### src/rtl/pc_branch_seq.sv
// Fetch-PC sequencer with delayed-redirect handling for a delay-slot pipeline.
// A redirect that meets a fetch stall is parked in PEND until fetch is free.
module pc_branch_seq #(
    parameter logic [31:0] RESET_PC = 32'hBFC00000,
    parameter int          CNT_W    = 16
) (
    input  logic             clk,
    input  logic             rst,
    input  logic             stallF,
    input  logic             stallD,
    input  logic             excFlush,
    input  logic [31:0]      excPC,
    input  logic             brValidD,
    input  logic             isBranchNeededD,
    input  logic             isJumpD,
    input  logic             isJumpToRegD,
    input  logic [31:0]      brTargetD,
    input  logic [31:0]      jTargetD,
    input  logic [31:0]      regTargetD,
    output logic [31:0]      pcF,
    output logic [31:0]      pcD,
    output logic [31:0]      pcPlus8D,
    output logic             isInDelaySlotD,
    output logic             redirectPending,
    output logic [CNT_W-1:0] brCnt,
    output logic [CNT_W-1:0] takenCnt
);

    typedef enum logic {RUN = 1'b0, PEND = 1'b1} state_t;

    localparam logic [CNT_W-1:0] CNT_ONE = {{(CNT_W-1){1'b0}}, 1'b1};

    state_t           state_q, state_d;
    logic [31:0]      pc_f_q, pc_f_d;
    logic [31:0]      pc_d_q, pc_d_d;
    logic             in_ds_q, in_ds_d;
    logic [31:0]      pend_tgt_q, pend_tgt_d;
    logic             redirect_pending_q, redirect_pending_d;
    logic [CNT_W-1:0] br_cnt_q, br_cnt_d;
    logic [CNT_W-1:0] taken_cnt_q, taken_cnt_d;

    logic        taken_d;
    logic [31:0] sel_tgt;

    always_comb begin
        taken_d = brValidD & ~stallD & (isJumpD | isJumpToRegD | isBranchNeededD);
        if (isJumpToRegD)
            sel_tgt = regTargetD;
        else if (isJumpD)
            sel_tgt = jTargetD;
        else
            sel_tgt = brTargetD;
    end

    always_comb begin
        state_d     = state_q;
        pend_tgt_d  = pend_tgt_q;
        pc_f_d      = pc_f_q;
        pc_d_d      = pc_d_q;
        in_ds_d     = in_ds_q;
        br_cnt_d    = br_cnt_q;
        taken_cnt_d = taken_cnt_q;

        if (excFlush) begin
            // Exception wins over everything and drops any parked redirect.
            pc_f_d     = excPC;
            state_d    = RUN;
            pend_tgt_d = 32'h0;
        end else if (state_q == PEND) begin
            if (!stallF) begin
                pc_f_d  = pend_tgt_q;
                state_d = RUN;
            end
        end else if (taken_d) begin
            if (stallF) begin
                pend_tgt_d = sel_tgt;
                state_d    = PEND;
            end else begin
                pc_f_d = sel_tgt;
            end
        end else if (!stallF) begin
            pc_f_d = pc_f_q + 32'd4;
        end

        if (excFlush) begin
            pc_d_d  = excPC;
            in_ds_d = 1'b0;
        end else if (!stallD) begin
            pc_d_d  = pc_f_q;
            in_ds_d = brValidD;
        end

        if (brValidD && !stallD && !excFlush && br_cnt_q != '1)
            br_cnt_d = br_cnt_q + CNT_ONE;
        if (taken_d && !excFlush && taken_cnt_q != '1)
            taken_cnt_d = taken_cnt_q + CNT_ONE;

        redirect_pending_d = (state_d == PEND);
    end

    always_ff @(posedge clk or posedge rst) begin
        if (rst) begin
            state_q            <= RUN;
            pend_tgt_q         <= 32'h0;
            pc_f_q             <= RESET_PC;
            pc_d_q             <= RESET_PC;
            in_ds_q            <= 1'b0;
            redirect_pending_q <= 1'b0;
            br_cnt_q           <= '0;
            taken_cnt_q        <= '0;
        end else begin
            state_q            <= state_d;
            pend_tgt_q         <= pend_tgt_d;
            pc_f_q             <= pc_f_d;
            pc_d_q             <= pc_d_d;
            in_ds_q            <= in_ds_d;
            redirect_pending_q <= redirect_pending_d;
            br_cnt_q           <= br_cnt_d;
            taken_cnt_q        <= taken_cnt_d;
        end
    end

    assign pcF             = pc_f_q;
    assign pcD             = pc_d_q;
    assign pcPlus8D        = pc_d_q + 32'd8;
    assign isInDelaySlotD  = in_ds_q;
    assign redirectPending = redirect_pending_q;
    assign brCnt           = br_cnt_q;
    assign takenCnt        = taken_cnt_q;

endmodule

### config.mk
export PLATFORM = sky130hd
export DESIGN_NAME = pc_branch_seq
export DESIGN_NICKNAME = d
export VERILOG_FILES = /design/src/rtl/pc_branch_seq.sv
export SDC_FILE = /design/constraint.sdc
export NUM_CORES = 1
export LEC_CHECK = 0
export ABC_AREA = 1
export ABC_CLOCK_PERIOD_IN_PS = 8910
export BUFFER_PORTS_ARGS = -buffer_cell sky130_fd_sc_hd__clkbuf_2
export CAP_MARGIN = 40
export CORE_UTILIZATION = 45
export CTS_CLUSTER_SIZE = 12
export DETAILED_ROUTE_END_ITERATION = 7
export GPL_TIMING_DRIVEN = 0
export PLACE_DENSITY = 0.74
export SYNTH_ARGS = -nofsm -noshare
export SYNTH_HDL_FRONTEND = slang
export SYNTH_SLANG_ARGS = --single-unit
### constraint.sdc
create_clock -name clk -period 8.91 [get_ports clk]
set_clock_uncertainty 0.1 [all_clocks]
set_input_delay 0.891 -clock clk [delete_from_list [all_inputs] [get_ports clk]]
set_output_delay 0.891 -clock clk [all_outputs]
set_load 0.05 [all_outputs]
==> impl_metrics.yaml <==
logic_synthesis:
  synth_area_um2: 8500
  synth.top_cell.area_share_pct: 33.0
  syn_inst: 1213
  syn_nets: 1354
  synth_flop_cell: "dfrtp_1"
  yosys.cell_types.count: 39
  yosysWarnings: 0
  synth_largest_area_cell: "dfrtp_1"
  synth_edf_count: 0
  synth_seq_area_share_pct: 38.5
  ys_ff_latch: 130
  avgSynthCellArea_um2: 7.01
  synthArstFlopShare_pct: 100
  synth_area_leaders: "dfrtp_1 (33%), nand2_1 (15%), nor2_1 (6.0%)"
pwr:
  ir_drop_uv: 122
  leakage_uw: 0.00536
  power_density_nw_per_um2: 207
cts:
  cts_sinks: 130
  htreeDepth: 4
  cts.hold.buffers_added: 0
  cts_tree: "built"
  cts-resized-gates: 0
  cts_buffers: 17
  clock_path_buffers: 2
  clk_latency_ns: 0.43
  cts_setup_buffers: 0
  cts-root-buf: "clkbuf_16"
  path_clk_slew_ns: 0.06
worst_setup_path:
  worst_setup_path_start_kind: "register"
  critPathTopFamily: "simple AND/OR/NAND/NOR gates"
  cp.arrival_ns: 2.60
  critPathLaunch: "pcD[4]"
  r2r_slack_ns: 6.59
  path_max_fanout: 4
  r2r_end: "pcF[18]"
  critPathSlowestCell: "dfrtp_1"
  slowest_delay_ns: 0.45
  reg2regPathDepth: 10
  critPathBufInv: 2
  end_kind: "output pin"
  r2r-start: "pcF[3]"
  worst-path-stages: 10
  crit_type: "register to output pin"
  crit_chain: "ha_1 -> nand3_1 -> inv_1 -> nand2_1 -> nor2_2 -> nand3_1 -> nor2_1 -> nand2_1 -> xor2_1 -> clkbuf_2"
  cp.required_ns: 7.92
  endpoint: "pcPlus8D[31]"
detailed_routing:
  wl_per_cell_um: 18.0
  vias_per_cell: 5.47
  drt-total-wl_mm: 31.3
  vias: 9512
  firstDrtPassIters: 7
  drc: 0
  antenna_left: 0
  drt-initial-drc-count: 738
grt:
  grt_max_degree: 77
  grt-ovfl-total: 0
  track_usage_pct: 32.9
  grt_pass1_vias: 8983
  grt_pass1_wl_mm: 49.2
  antenna_found_initial: 0
place:
  dp.final_hpwl_mm: 25.2
  port_buffers: 265
  gp_congestion: 0.958
floorplanning:
  die_area_um2: 19400
  num_io_pins: 267
  initial_core_util_pct: 46.7
  dieHeight_um: 139
  coreArea_um2: 18200
  die_x_um: 139
  num_rows: 49
final_layout:
  n_fill_cell: 1776
  layout.cells.most_common: "nand2_1"
  area_growth_pct: 26.3
  diodes: 0
  drive_above_1_share_pct: 24.6
  final_net_count: 1639
  final_cell_mix: "nand2_1 (348), clkbuf_2 (265), nor2_1 (135), inv_1 (115), dfrtp_1 (112)"
timing:
  min_period_ns: 3.59
  hold-worst-slack_ns: 0.406
  fmax_ghz: 0.279
  slew_headroom_pct: 54.8
  setup_viol: 0
  tightest_slew_ns: 0.676
  final.period_utilization_pct: 40.3
  rsz0062_at_grt: "false"
  drv_slew: 0
  finalSetupTns_ns: 0
  finalHoldViolCount: 0
hold_path:
  hold_class: "input port to asynchronous set/reset pin"
run:
  drv_cap: 0
outcome:
  outcome: "finished, final reports clean"
-- where the power goes --
part	leakage [µW]	switching, µW	total, µW	internal, µW
logic	0.00345	559	742	183
registers	0.00162	112	781	670
clock network	0.000288	272	700	428
-- through the flow --
stage               cells  instance area, µm²  setup WS [ns]  utilization, %  power, µW
finish               1740               10700           5.32            59.0       2220
global route         1740               10700           5.18            59.0       2320
CTS                  1740               10700           5.31            59.0       2220
detailed placement   1708               10100           5.76            55.7       1520
global placement     1707               10100           2.88            55.5       1520
floorplan            1213                8500           4.48               -       1290
-- final cells by class --
cell class              count  area [µm²]  share of cell area [%]
flip-flops and latches    130        3280                    30.5
clock inverters            11         130                    1.21
inverters                 121         460                    4.29
clock buffers              21         460                    4.29
multi-input cells         910        4500                    41.9
well taps                 229         287                    2.67
repair buffers            266        1350                    12.6
plain buffers              52         274                    2.55
-- routing by layer --
metal / share of wire, % / up-vias / GRT usage (%)
met5: 0 / - / 0
met4: 3.4 / 0 / 12.7
met3: 8.0 / 72 / 6.68
met2: 47 / 460 / 54.0
met1: 42 / 4421 / 42.7
li1: - / 4559 / -
-- state kept, by name, indices dropped and copies added (netlist names) --
signal           count
brCnt               16
isInDelaySlotD       1
pcD                 32
pcF                 32
pend_tgt_q          32
redirectPending      1
takenCnt            16
-- cell usage after synthesis, types with 2 or more instances --
library cell / n
a31oi_1: 3
a22oi_1: 12
nor3_2: 2
clkbuf_1: 20
o21ai_0: 62
o21ai_1: 5
xor2_1: 50
o221ai_1: 16
xnor2_1: 8
nor2_1: 135
nor2_2: 6
nand3b_1: 4
nand2_2: 4
buf_6: 4
nand4_1: 14
o211ai_1: 28
dfstp_2: 18
a21oi_1: 68
inv_1: 116
buf_2: 21
dfrtp_1: 112
nand2_1: 348
nor4_1: 3
ha_1: 4
nand3_1: 100
nor3_1: 11
buf_4: 6
nor2_4: 2
inv_2: 4
o22ai_1: 18
-- worst reg2reg max path, delay by kind of cell, from the launching register on --
| kind | cells | cell delay, ns |
|---|---|---|
| AND/OR/NAND/NOR | 8 | 1.26 |
| flip-flops | 1 | 0.51 |
| adder cells (fa/ha/maj) | 1 | 0.29 |
| AO/OA/AOI/OAI | 1 | 0.06 |
-- how the worst min path moves through the flow --
| stage | start | endpoint | slack, ns | cells past startpoint |
|---|---|---|---|---|
| floorplan | pend_tgt_q[0] | pend_tgt_q[0] | 0.38 | 2 |
| global placement | isInDelaySlotD | isInDelaySlotD | 0.40 | 2 |
| detailed placement | isInDelaySlotD | isInDelaySlotD | 0.40 | 2 |
| CTS | rst | takenCnt[6] | 0.43 | 2 |
| global route | pend_tgt_q[1] | pend_tgt_q[1] | 0.43 | 2 |
| finish | rst | takenCnt[5] | 0.41 | 2 |
-- cells by family (layout without fill, tap and decap cells) --
group / Yosys count / after routing / synth area share (%)
XOR/XNOR: 58 / 58 / 5.98
buffers and inverters: 173 / 471 / 8.58
adder cells (fa/ha/maj): 4 / 4 / 0.589
AO/OA/AOI/OAI: 215 / 215 / 15.2
flip-flops: 130 / 130 / 38.5
AND/OR/NAND/NOR: 633 / 633 / 31.1
No activity file was read; power rests on OpenSTA's default activity.
